==> src/rtl/pattern_sequencer.sv <==
// Chart-driven note sequencer: fetches notes from a synchronous ROM and allocates them to sprite
// slots. Define LOOP_EN to restart playback at address 0 on the end marker instead of finishing.
module pattern_sequencer #(
  parameter int unsigned TICK_DIV  = 800000,
  parameter int unsigned NUM_SLOTS = 4,
  parameter int unsigned ADDR_W    = 6,
  parameter int unsigned SPAWN_Y   = 200,
  parameter int unsigned TOP_Y     = 8
) (
  input  logic                   CLOCK_24,
  input  logic                   reset,
  input  logic                   start,
  input  logic                   pause,
  output logic [ADDR_W-1:0]      chart_addr,
  input  logic [7:0]             chart_data,
  input  logic [8*NUM_SLOTS-1:0] slot_y_pos,
  output logic [4*NUM_SLOTS-1:0] slot_cmd,
  output logic [NUM_SLOTS-1:0]   slot_reset,
  output logic [7:0]             y_ini_pos,
  output logic                   busy,
  output logic                   done,
  output logic [7:0]             stall_cnt
);

  localparam int unsigned TickW = (TICK_DIV > 1) ? $clog2(TICK_DIV) : 1;
  localparam int unsigned HoldW = $clog2(TICK_DIV + 1);

  typedef enum logic [2:0] {
    StIdle, StFetch, StDecode, StSpawn, StWaitGap, StDone
  } state_e;

  state_e state_q, state_d;

  logic [TickW-1:0]                tick_cnt_q;
  logic                            tick;
  logic [ADDR_W-1:0]               addr_q, addr_d;
  logic [3:0]                      cmd_q, cmd_d;
  logic [3:0]                      gap_q, gap_d;
  logic [7:0]                      stall_q, stall_d;
  logic [4*NUM_SLOTS-1:0]          slot_cmd_q, slot_cmd_d;
  logic [NUM_SLOTS-1:0]            slot_rst_q, slot_rst_d;
  logic [NUM_SLOTS-1:0]            active_q, active_d;
  logic [NUM_SLOTS-1:0][HoldW-1:0] hold_q, hold_d;
  logic [NUM_SLOTS-1:0]            slot_free;
  logic [NUM_SLOTS-1:0]            spawn_sel;
  logic                            spawn_go;

  assign tick = !pause && (tick_cnt_q == TickW'(TICK_DIV - 1));

  // A slot is free only when neither holding reset nor active; lowest set bit wins.
  assign slot_free = ~slot_rst_q & ~active_q;
  assign spawn_sel = slot_free & (~slot_free + NUM_SLOTS'(1));
  assign spawn_go  = (state_q == StSpawn) && (|slot_free);

  always_ff @(posedge CLOCK_24) begin
    if (reset) begin
      state_q <= StIdle;
    end else begin
      state_q <= state_d;
    end
  end

  always_comb begin
    state_d = state_q;
    addr_d  = addr_q;
    cmd_d   = cmd_q;
    gap_d   = gap_q;
    stall_d = stall_q;
    unique case (state_q)
      StIdle, StDone: begin
        if (start) begin
          addr_d  = '0;
          state_d = StFetch;
        end
      end
      StFetch: state_d = StDecode;
      StDecode: begin
        cmd_d = chart_data[3:0];
        gap_d = chart_data[7:4];
        if (chart_data[3:0] == 4'd0) begin
`ifdef LOOP_EN
          addr_d  = '0;
          state_d = StFetch;
`else
          state_d = StDone;
`endif
        end else begin
          state_d = StSpawn;
        end
      end
      StSpawn: begin
        if (spawn_go) begin
          addr_d  = addr_q + ADDR_W'(1);
          state_d = (gap_q == 4'd0) ? StFetch : StWaitGap;
        end else if (stall_q != 8'hff) begin
          stall_d = stall_q + 8'd1;
        end
      end
      StWaitGap: begin
        if (tick) begin
          gap_d = gap_q - 4'd1;
          if (gap_q == 4'd1) state_d = StFetch;
        end
      end
      default: state_d = StIdle;
    endcase
  end

  always_comb begin
    busy = 1'b1;
    done = 1'b0;
    unique case (state_q)
      StIdle: busy = 1'b0;
      StDone: begin
        busy = 1'b0;
        done = &slot_free;
      end
      default: ;
    endcase
  end

  // Retire is evaluated on the current slot state, so a slot freed this cycle is not visible
  // to spawn selection until the next one.
  always_comb begin
    slot_cmd_d = slot_cmd_q;
    slot_rst_d = slot_rst_q;
    active_d   = active_q;
    hold_d     = hold_q;
    for (int i = 0; i < NUM_SLOTS; i++) begin
      if (slot_rst_q[i]) begin
        if (hold_q[i] == '0) begin
          slot_rst_d[i] = 1'b0;
          active_d[i]   = 1'b1;
        end else begin
          hold_d[i] = hold_q[i] - HoldW'(1);
        end
      end else if (active_q[i] && (slot_y_pos[8*i +: 8] <= 8'(TOP_Y))) begin
        active_d[i]          = 1'b0;
        slot_cmd_d[4*i +: 4] = 4'd0;
      end
      if (spawn_go && spawn_sel[i]) begin
        slot_cmd_d[4*i +: 4] = cmd_q;
        slot_rst_d[i]        = 1'b1;
        hold_d[i]            = HoldW'(TICK_DIV);
      end
    end
  end

  always_ff @(posedge CLOCK_24) begin
    if (reset) begin
      tick_cnt_q <= '0;
      addr_q     <= '0;
      cmd_q      <= '0;
      gap_q      <= '0;
      stall_q    <= '0;
      slot_cmd_q <= '0;
      slot_rst_q <= '0;
      active_q   <= '0;
      hold_q     <= '0;
    end else begin
      if (!pause) tick_cnt_q <= tick ? '0 : tick_cnt_q + TickW'(1);
      addr_q     <= addr_d;
      cmd_q      <= cmd_d;
      gap_q      <= gap_d;
      stall_q    <= stall_d;
      slot_cmd_q <= slot_cmd_d;
      slot_rst_q <= slot_rst_d;
      active_q   <= active_d;
      hold_q     <= hold_d;
    end
  end

  assign chart_addr = addr_q;
  assign slot_cmd   = slot_cmd_q;
  assign slot_reset = slot_rst_q;
  assign stall_cnt  = stall_q;
  assign y_ini_pos  = 8'(SPAWN_Y);

endmodule
==> config.mk <==
export PLATFORM = sky130hd
export DESIGN_NAME = pattern_sequencer
export DESIGN_NICKNAME = d
export VERILOG_FILES = /design/src/rtl/pattern_sequencer.sv
export SDC_FILE = /design/constraint.sdc
export NUM_CORES = 1
export LEC_CHECK = 0
export ABC_AREA = 1
export BUFFER_PORTS_ARGS = -buffer_cell sky130_fd_sc_hd__buf_2
export CAP_MARGIN = 30
export CORE_ASPECT_RATIO = 0.75
export CORE_MARGIN = 2
export CORE_UTILIZATION = 58
export DETAILED_ROUTE_END_ITERATION = 10
export HOLD_SLACK_MARGIN = 0.12
export PLACE_DENSITY = 0.82
export SLEW_MARGIN = 20
export SYNTH_ARGS = -nofsm -noshare
export SYNTH_HDL_FRONTEND = slang
export SYNTH_SLANG_ARGS = --single-unit
==> constraint.sdc <==
create_clock -name CLOCK_24 -period 2.7 [get_ports CLOCK_24]
set_clock_uncertainty 0.15 [all_clocks]
set_input_delay 0.27 -clock CLOCK_24 [delete_from_list [all_inputs] [get_ports CLOCK_24]]
set_output_delay 0.27 -clock CLOCK_24 [all_outputs]
set_load 0.03 [all_outputs]
### After elaboration in Yosys (flattened, before gate mapping)

Index checks and enable logic that the tools add are counted.

* bits in registers: 149
* input port bits: 44
* output and inout bits: 44

* $add $sub $neg: 9
* $lt $le $gt $ge: 4
* equal/unequal tests: 24
* multiplexer cells: 63
* bitwise operators: 10
* reduce and logical (&&, ||, !) cells: 59

Operators with widths (number)
* $mux 20: 13
* $logic_not 20->1: 4
* $sub 20x1->20 const B: 4
* $mux 4: 13
* $reduce_and 2->1: 17
* $le 8x4->1 const B: 4
* $reduce_bool 2->1: 14
* $mux 1: 26
* $ne 2x1->1 const B: 13
* $add 20x1->20 const B: 1
* $eq 20x20->1 const B: 1
* $mux 3: 6
* $pmux 3 s5: 1
* $mux 6: 2
* $not 4->4: 3
* $pmux 6 s2: 1
* $logic_and 1x1->1: 10
* $reduce_or 2->1: 5
* $add 8x1->8 const B: 1
* $and 4x4->4: 2
* $logic_not 4->1: 2
* $ne 8x8->1 const B: 1
* $pmux 4 s2: 1
* $reduce_and 4->1: 2
* other kinds (13): 22

### Longest topological paths before layout

Gate-level depths: netlist of run 1.

* depth in word-level cells: 8
* gate-level depth with buffers: 12

### Worst setup path after synthesis of run 1

No wires, ideal clock.

* kind: register to register
* start: register stall_q[0], in the netlist stall_cnt[0]
* end: register stall_q[0], in the netlist stall_cnt[0]
* library setup time: 0.132 ns
* arrival: 1.493 ns
* slack: 0.925 ns
* cell stages (with the launch flop): 9
* buffers on the path: 0
* period minus slack after synthesis: 1.775 ns
* path through: dfxtp_1 -> ha_1 -> nand2_1 -> nor2_1 -> nand2_1 -> nor2_1 -> nor2_4 -> o21ai_0 -> a21oi_1

* longest elaborated chain between the ends: 2
* elaborated cells between the ends (all ways): 3
* classes of those cells: add/sub (1); eq/ne (1); reduce/logical (1)

Ends and longest elaborated chain
* start, declared: RTL line 39 `logic [7:0] stall_q, stall_d;`
* start signal, assigned: RTL line 165 `stall_q <= stall_d;`
* branches (longest 2 deep; another with $add 8x1->8)

Several ways; the timed one is not identified.
A chain may end at the register's enable or synchronous reset.

### Worst setup path in the final report of run 1

* start: register state_q[0]
* end: output port busy

* longest elaborated chain between the ends: 3
* elaborated cells between the ends (all ways): 4
* classes of those cells: eq/ne (1); mux (1); reduce/logical (2)

Ends and longest elaborated chain
* start, declared: RTL line 32 `state_e state_q, state_d;`
* start signal, assigned: RTL line 57 `state_q <= StIdle;`
* start signal, assigned: RTL line 59 `state_q <= state_d;`
* $eq 3x3->1 or $logic_not 3->1 (tied branches): RTL line 112 `unique case (state_q)`
* $reduce_or 2->1 (no source line) (*)
* $mux 1 (*): RTL line 112
* end, declared: RTL line 20 `output logic busy,`

Mark *: on every way between the ends. The rest lies on a longest branch, timed or not.

==> flow_summary.toml, run 1 <==
[yosys]
synthTopCellsByArea = "dfxtp_1 36%, nand2_1 14%, nor2_1 11%"
synth_cell_types = 47
synthArstFlopShare_pct = 0
synth_area_um2 = 8230
synth.most_common_cell = "nand2_1"
ys_seq_elements = 149
avgSynthCellArea_um2 = 6.46
synth_top_area_share_pct = 36.2
synth-edff-count = 0
yosysTopAreaCell = "dfxtp_1"
yosys_most_used_dff = "dfxtp_1"
synth_commonest_cells = "301 x nand2_1, 242 x nor2_1, 149 x dfxtp_1, 143 x inv_1, 101 x nand3_1"
syn_inst = 1274
yosysSeqAreaShare_pct = 36.2
synth_warnings = 0

[job]
cap_violations = 0

[clock_tree]
cts-buffers-inserted = 17
htreeDepth = 4
cts.sinks = 149
post_cts_buffers = 0
cts_tree = "built"
clkSlewWorstSetupHoldPaths_ns = 0.06
cts_buffer_depth = 2
clk_latency_ns = 0.43
ctsResizeCount = 0
cts_root_buffer = "clkbuf_16"

[sta]
rsz0062_at_grt = "false"
tns_ns = 0
fin_ws_ns = 0.560
fin_crit_sh_pct = 79.3
hold_viol = 0
slew_violations = 0
clock.fmax_mhz = 467
maxSlewHeadroom_pct = 60.9
worstMarginPinSlew_ns = 0.584
finalSetupViolCount = 0
fin_crit_ns = 2.14

[pwr]
combPwrFrac_pct = 18.2
p_per_area_nw_per_um2 = 648
p_sw_share_pct = 28.7
p_int_mw = 4.36
power.share.clock_pct = 42.4
power_frac_seq_pct = 39.5
peakVddDrop_mv = 0.473
total_power_mw = 6.12
power_leakage_nw = 4.59
p_switching_mw = 1.76

[place]
place_area_um2 = 8720
place_hpwl_um = 14700
place.gp.congestion = 0.967
pre_cts_slack_ns = 0.507
port_buffers = 79

[routing]
dr.first_iter.drc_count = 714
wl_per_cell_um = 13.2
drc_errors = 0
via_per_inst = 5.35
ant_nets = 0
vias = 8300
detail_route.wirelength_um = 20500
dr.pass1.iters = 6

[die]
pin_count = 88
start_util_pct = 59.7
die_h_um = 107
core_um2 = 13800
dieArea_um2 = 15200
die_w_um = 142
rows = 37

[worst_setup_path]
worstPathRequired_ns = 2.28
critPathLaunchType = "flop"
path_max_fanout = 5
slowest_stage = "o21ai_0"
crit_chain = "inv_1 -> nand2_1 -> o21ai_0 -> inv_1 -> buf_2"
crit_family = "compound AO/OA/AOI/OAI gates"
cpMostUsedCell = "inv_1"
cp-end-kind = "output port"
worst-path-buf-inv = 3
crit_arrival_ns = 1.72
max_stage_delay_ns = 0.42
crit_type = "reg -> out"

[hold_path]
hold_class = "in -> reg"

[grt]
grt_pass1_vias = 7457
track_usage_pct = 27.5
grt_max_degree = 27
grt_overflow = 0
antenna_found_initial = 0
grt_pass1_wl_um = 34000

[outcome]
status = "completed"

[layout]
nNetsFinal = 1421
area_growth_syn_to_layout_pct = 14.8
antenna_cells = 0
final_cell_area_um2 = 9450
drive_above_1_share_pct = 12.1
logic make-up (layout without fill, tap and decap cells):
family | after synthesis | after routing | synth area share, %
buf+inv | 191 | 286 | 9.86
xor+xnor | 31 | 31 | 3.30
flops | 149 | 149 | 36.2
compound gates | 155 | 155 | 10.2
fa+ha+maj | 13 | 13 | 1.98
other cells | 2 | 8 | 0.0912
simple gates | 733 | 733 | 38.4
timing repair:
item | 4_1_cts | 5_1_grt
hold buffers | 9 | 0
endpoints found under the hold margin | 11 | 0
endpoints found under the setup margin | 0 | 0
metal layers:
metal | wire length (um) | track usage, % | up-vias
met5 | 0 | 0 | -
met4 | 341 | 8.57 | 0
met3 | 1460 | 5.72 | 32
met2 | 9100 | 44.3 | 283
met1 | 9620 | 37.3 | 3766
li1 | - | - | 4219
metrics by stage:
step / hold WS, ns / cells / util [%]
after detailed placement: 0.309 / 1511 / 63.2
after global routing: 0.157 / 1550 / 68.5
final: 0.130 / 1550 / 68.5
after global placement: 0.295 / 1511 / 63.2
after floorplan: 0.255 / 1280 / -
after CTS: 0.122 / 1550 / 68.5
layout by cell type, fill, tap and decap left out, types with 3 or more instances in the layout:
cell type and n:
nand3b_1 8, nor2_1 242, inv_2 15, clkinv_2 4, clkbuf_8 3, nand2_4 3
ha_1 13, dlygate4sd3_1 9, nand2_2 6, o31ai_1 3, nor3_1 18, bufinv_16 5
xnor2_1 12, dfxtp_1 149, clkbuf_16 17, buf_2 79, nor3_2 3, xor2_1 19
nand2_1 301, nor2_2 12, o21ai_0 41, conb_1 8, inv_1 143, o21a_1 3
nand4_1 25, a21o_1 3, nand3_2 3, a21oi_1 92, buf_4 7, nand3_1 101
registers in the layout, summed over array words and instances (netlist names), 6 cells and up:
signal and flops:
slot_cmd 16, chart_addr 6, hold_q 80, tick_cnt_q 20
stall_cnt 8
worst register-to-register path: cells and delay by family, from the launching register on:
family / cells / cell delay, ns
adder cells (fa/ha/maj): 1 / 0.21
flip-flops: 1 / 0.33
AND/OR/NAND/NOR: 8 / 1.02
buffers and inverters: 2 / 0.21
power by group through the flow:
stage / logic [mW] / clock network, mW / registers (mW)
5_1_grt: 1.26 / 2.71 / 2.43
2_1_floorplan: 0.848 / 0 / 2.43
3_5_place_dp: 1.08 / 0 / 2.45
6_report: 1.11 / 2.59 / 2.42
4_1_cts: 1.10 / 2.62 / 2.41
3_3_place_gp: 1.06 / 0 / 2.45
layout make-up:
class,count,area (um^2)
timing repair buffer,95,538
fill,1206,4340
tap,175,219
multi-input combinational,940,4460
inverter,161,607
sequential,149,2980
clock buffer,20,467
clock inverter,10,178
path summary, 6_finish.rpt:
path	start	endpoint	slack (ns)	cells after the start
max	state_q[0]$_SDFFE_PP0P_	busy	0.56	5
min	reset	hold_q[59]$_SDFFE_PP0P_	0.13	2
max reg2reg	hold_q[20]$_SDFFE_PP0P_	hold_q[38]$_SDFFE_PP0P_	0.64	11
min reg2reg	tick_cnt_q[16]$_SDFFE_PP0N_	tick_cnt_q[16]$_SDFFE_PP0N_	0.31	2
Power figures use the tool's default switching activity.
==> run 2: changes to the inputs <==
--- a/config.mk
+++ b/config.mk
@@ -5,7 +5,7 @@
 export SDC_FILE = /design/constraint.sdc
 export NUM_CORES = 1
 export LEC_CHECK = 0
-export ABC_AREA = 1
+export ABC_AREA = 0
 export BUFFER_PORTS_ARGS = -buffer_cell sky130_fd_sc_hd__buf_2
 export CAP_MARGIN = 30
 export CORE_ASPECT_RATIO = 0.75
==> constraint.sdc (replaced) <==
create_clock -name CLOCK_24 -period 2.2 [get_ports CLOCK_24]
set_clock_uncertainty 0.15 [all_clocks]
set_input_delay 0.22 -clock CLOCK_24 [delete_from_list [all_inputs] [get_ports CLOCK_24]]
set_output_delay 0.22 -clock CLOCK_24 [all_outputs]
set_load 0.03 [all_outputs]
==> flow_summary.toml, run 2 <==
[outcome]
status = "completed"

[hold_path]
hold_depth = 5
hold_end = "slot_cmd[0]$_SDFFE_PP0P_"
hold_class = "in -> reg"
min-delay-start = "slot_y_pos[5]"

[yosys]
syn_inst = 848
synthArstFlopShare_pct = 0
synth_commonest_cells = "149 x dfxtp_1, 118 x nor2_1, 57 x a21oi_1, 48 x xnor2_1, 41 x nand2_1"
synth-edff-count = 0
synth_cell_types = 78
synth.most_common_cell = "dfxtp_1"
synth_area_um2 = 7390
ys_seq_elements = 149
synthTopCellsByArea = "dfxtp_1 40%, nor2_1 6.0%, xnor2_1 5.7%"
synth_warnings = 0
yosysSeqAreaShare_pct = 40.4
yosysTopAreaCell = "dfxtp_1"
avgSynthCellArea_um2 = 8.71
yosys_most_used_dff = "dfxtp_1"
synth_top_area_share_pct = 40.4

[die]
die_h_um = 102
pin_count = 88
core_um2 = 12300
start_util_pct = 59.8
die_w_um = 134
dieArea_um2 = 13700
rows = 35

[sta]
maxSlewHeadroom_pct = 42.3
rsz0062_at_grt = "true"
fin_crit_ns = 2.13
holdWs_ns = 0.205
fin_crit_sh_pct = 97.0
finalSetupViolCount = 0
hold_viol = 0
clock.fmax_mhz = 469
slew_violations = 0
worstMarginPinSlew_ns = 0.866
tns_ns = 0

[clock_tree]
cts.sinks = 149
cts_tree = "built"
htreeDepth = 4
cts_buffer_depth = 2
cts_root_buffer = "clkbuf_16"
cts-buffers-inserted = 17
clkSlewWorstSetupHoldPaths_ns = 0.07
clk_latency_ns = 0.42

[routing]
detail_route.wirelength_um = 18500
dr.first_iter.drc_count = 568
dr.pass1.iters = 8
ant_nets = 0
drc_errors = 0
via_per_inst = 5.90
wl_per_cell_um = 16.0
vias = 6797

[grt]
grt_pass1_wl_um = 30000
grt_overflow = 0
gr-usage-met1_pct = 37.6
antenna_found_initial = 0
grt_use_met2_pct = 42.8
gr-usage-met3_pct = 5.86
grt_pass1_vias = 6123
track_usage_pct = 27.2
grt_max_degree = 36
grt_busiest_layer = "met2"

[layout]
final_cell_mix = "146 x dfxtp_1, 118 x nor2_1, 78 x buf_2, 57 x a21oi_1"
area_growth_syn_to_layout_pct = 23.1
antenna_cells = 0
largest_register_ffs = 80
nNetsFinal = 1030
final_cell_area_um2 = 9090
max_flop_register = "hold_q"
layout_commonest_cell = "dfxtp_1"
drive_above_1_share_pct = 21.9

[worst_setup_path]
timing.rr.end = "active_q[2]$_SDFFE_PP0P_"
r2r_slack_ns = 0.08
critPathLaunchType = "flop"
rr_startpoint = "slot_reset[2]$_SDFF_PP0_"
crit_type = "reg -> out"
worstPathRequired_ns = 1.83
worst-r2r-cell-count = 4
path_max_fanout = 5
cp-end-kind = "output port"
crit_arrival_ns = 1.76

[pwr]
peakVddDrop_mv = 0.587
power_leakage_nw = 3.58
p_per_area_nw_per_um2 = 794
total_power_mw = 7.22

[job]
cap_violations = 0

[place]
port_buffers = 79
place_hpwl_um = 12000
place_area_um2 = 8140
place.gp.congestion = 0.872
[run 2: cell types whose count changed after synthesis, moves of 19 or more]
cell	before	now
xnor2_1	12	48
o21ai_0	41	19
nand2_1	301	41
a21oi_1	92	57
nand3_1	101	23
nor4_1	1	21
nor3_1	18	37
inv_1	143	16
nor2_1	242	118
[run 2: timing repair]
action	in CTS	in global routing
endpoints found under the setup margin	1	41
resized for setup	6	22
buffers inserted	0	2
hold buffers	16	0
endpoints found under the hold margin	22	0
pin swaps	2	2
[run 2: cell type report]
class / instances / area, um^2
timing repair buffer: 144 / 942
sequential: 149 / 2990
clock buffer: 19 / 453
multi-input combinational: 645 / 4230
tap: 166 / 208
clock inverter: 13 / 219
inverter: 16 / 60.1
fill: 876 / 3260
[run 2: power breakdown]
group          switching, mW  internal [mW]  total (mW)  leakage [nW]
combinational          0.639          0.443        1.08          2.05
sequential            0.0900           2.77        2.86          1.20
clock                   1.18           2.09        3.27         0.324
[run 2: worst max-delay path by stage]
stage,cells after the start,endpoint,startpoint
2_1_floorplan,5,hold_q[29]$_SDFFE_PP0P_,slot_reset[1]$_SDFF_PP0_
3_3_place_gp,5,hold_q[73]$_SDFFE_PP0P_,slot_reset[3]$_SDFF_PP0_
3_5_place_dp,6,hold_q[72]$_SDFFE_PP0P_,hold_q[60]$_SDFFE_PP0P_
4_1_cts,5,done,state_q[1]$_SDFFE_PP0P_
5_1_grt,7,stall_cnt[2]$_SDFFE_PP0P_,stall_cnt[0]$_SDFFE_PP0P_
6_report,5,done,active_q[0]$_SDFFE_PP0P_
[run 2: per-stage QoR]
stage                     std cells  setup slack, ns  util [%]
final                          1152           0.0663      73.6
after floorplan                 854          0.00806         -
after global placement         1102            0.143      65.9
after detailed placement       1102           0.0960      65.9
after global routing           1152          -0.0329      73.6
after CTS                      1150          0.00499      72.9
[run 2: layer usage]
| layer | vias up | wire length (um) |
|---|---|---|
| li1 | 3300 | - |
| met1 | 3232 | 8520 |
| met2 | 234 | 8560 |
| met3 | 31 | 1030 |
| met4 | 0 | 353 |
| met5 | - | 0 |
[run 2: cell families after synthesis]
kind of cell               synth area share [%]
and+or+nand+nor                            27.7
AOI/OAI and AO/OA                          14.4
DFF                                        40.4
xor gates and xnor gates                   9.72
buffers and inverters                      4.08
adders and majority gates                  2.20
muxes                                      1.39
other                                     0.102
[run 2: worst max-delay path: stages, from the launching register on]
cell and delay (ns):
dfxtp_1 0.33, buf_4 0.14, or2_4 0.28, nor4b_4 0.23, and3_4 0.23, buf_6 0.12
==> run 3: changes to the inputs <==
--- a/config.mk
+++ b/config.mk
@@ -9,7 +9,6 @@
 export BUFFER_PORTS_ARGS = -buffer_cell sky130_fd_sc_hd__buf_2
 export CAP_MARGIN = 30
 export CORE_ASPECT_RATIO = 0.75
-export CORE_MARGIN = 2
 export CORE_UTILIZATION = 58
 export DETAILED_ROUTE_END_ITERATION = 10
 export HOLD_SLACK_MARGIN = 0.12
==> flow_summary.toml, run 3 (synthesized netlist as in run 2, its figures left out) <==
[hold_path]
min-delay-start = "slot_y_pos[5]"
hold_class = "in -> reg"
hold_depth = 5
hold_end = "active_q[0]$_SDFFE_PP0P_"

[worst_setup_path]
timing.rr.end = "hold_q[74]$_SDFFE_PP0P_"
crit_type = "reg -> out"
path_max_fanout = 9
worst-r2r-cell-count = 6
critPathLaunchType = "flop"
worstPathRequired_ns = 1.83
rr_startpoint = "hold_q[60]$_SDFFE_PP0P_"
r2r_slack_ns = 0.07
crit_arrival_ns = 1.77
startpoint = "slot_reset[0]$_SDFF_PP0_"
cp-end-kind = "output port"

[routing]
ant_nets = 0
drc_errors = 0
dr.first_iter.drc_count = 490
detail_route.wirelength_um = 17300
via_per_inst = 5.79
vias = 6649
wl_per_cell_um = 15.1
dr.pass1.iters = 5

[job]
cap_violations = 0

[grt]
track_usage_pct = 26.6
grt_overflow = 0
grt_pass1_wl_um = 28500
grt_pass1_vias = 6002
antenna_found_initial = 0
grt_max_degree = 49

[layout]
nFillCells = 906
drive_above_1_share_pct = 20.5
area_growth_syn_to_layout_pct = 20.9
layout_commonest_cell = "dfxtp_1"
nNetsFinal = 1026
stdcell_count = 1148
final_cell_mix = "148 x dfxtp_1, 118 x nor2_1, 78 x buf_2, 57 x a21oi_1, 48 x xnor2_1"
max_flop_register = "hold_q"
largest_register_ffs = 80
antenna_cells = 0

[clock_tree]
cts-buffers-inserted = 17
cts_root_buffer = "clkbuf_16"
cts.sinks = 149
clk_latency_ns = 0.42
cts_buffer_depth = 2
cts_tree = "built"
clkSlewWorstSetupHoldPaths_ns = 0.06
htreeDepth = 4

[sta]
worstMarginPinSlew_ns = 0.780
slew_violations = 0
hold_viol = 0
maxSlewHeadroom_pct = 48.0
fin_crit_sh_pct = 97.3
finalSetupViolCount = 0
tns_ns = 0
holdWs_ns = 0.175
fin_crit_ns = 2.14
clock.fmax_mhz = 467

[place]
dp_cells = 1100
place_hpwl_um = 12000
port_buffers = 79
place.gp.congestion = 0.846

[pwr]
power_leakage_nw = 3.48
total_power_mw = 6.79
peakVddDrop_mv = 0.559
p_per_area_nw_per_um2 = 760

[die]
core_um2 = 12300
dieArea_um2 = 13200
die_w_um = 132
rows = 35
pin_count = 88
start_util_pct = 59.8
die_h_um = 99.7

[outcome]
status = "completed"
[run 3: worst max-delay path by stage]
stage                                    endpoint  slack, ns  cells after the start
final                                        done       0.06                      5
after global routing      hold_q[73]$_SDFFE_PP0P_      -0.05                      5
after CTS                                    done      0.008                      5
after detailed placement  hold_q[78]$_SDFFE_PP0P_       0.11                      6
after global placement    hold_q[29]$_SDFFE_PP0P_       0.15                      4
after floorplan           hold_q[29]$_SDFFE_PP0P_      0.008                      5
[run 3: repair_timing]
action                                  in CTS  in global routing
resized for setup                            3                 10
pin swaps                                    1                  4
hold endpoints to repair                    17                  0
hold buffers                                15                  0
endpoints found under the setup margin       1                 33
setup buffers                                0                  1
[run 3: worst max-delay path: stages (launching register included)]
cell	delay, ns
dfxtp_1	0.32
buf_4	0.17
or2_4	0.26
nor4b_2	0.25
and3_1	0.22
buf_6	0.14
[run 3: through the flow]
step / setup WS [ns] / cell area, um^2 / utilization, %
final: 0.0591 / 8930 / 72.3
after global routing: -0.0475 / 8930 / 72.3
after CTS: 0.00804 / 8880 / 71.9
after detailed placement: 0.106 / 8120 / 65.8
after global placement: 0.148 / 8120 / 65.8
after floorplan: 0.00806 / 7410 / -
[run 3: metal layers]
layer  up-vias  wire [um]  global-route usage (%)
met5         -          0                       0
met4         0        302                    10.6
met3        30        816                    4.54
li1       3303          -                       -
met2       176       7920                    41.8
met1      3140       8300                    36.5
[run 3: final cells by class]
| class | count | area (um^2) | area share [%] |
|---|---|---|---|
| clock buffers | 19 | 443 | 4.96 |
| clock inverters | 13 | 149 | 1.67 |
| inverters | 16 | 60.1 | 0.673 |
| multi-input cells | 645 | 4180 | 46.8 |
| flip-flops and latches | 149 | 2980 | 33.4 |
| well taps | 166 | 208 | 2.33 |
| repair buffers | 140 | 910 | 10.2 |
[run 3: power breakdown]
part | total, mW | switching, mW | internal (mW)
clock | 2.89 | 1.18 | 1.71
combinational | 1.04 | 0.617 | 0.428
sequential | 2.85 | 0.0814 | 2.77
total | 6.79 | 1.88 | 4.91
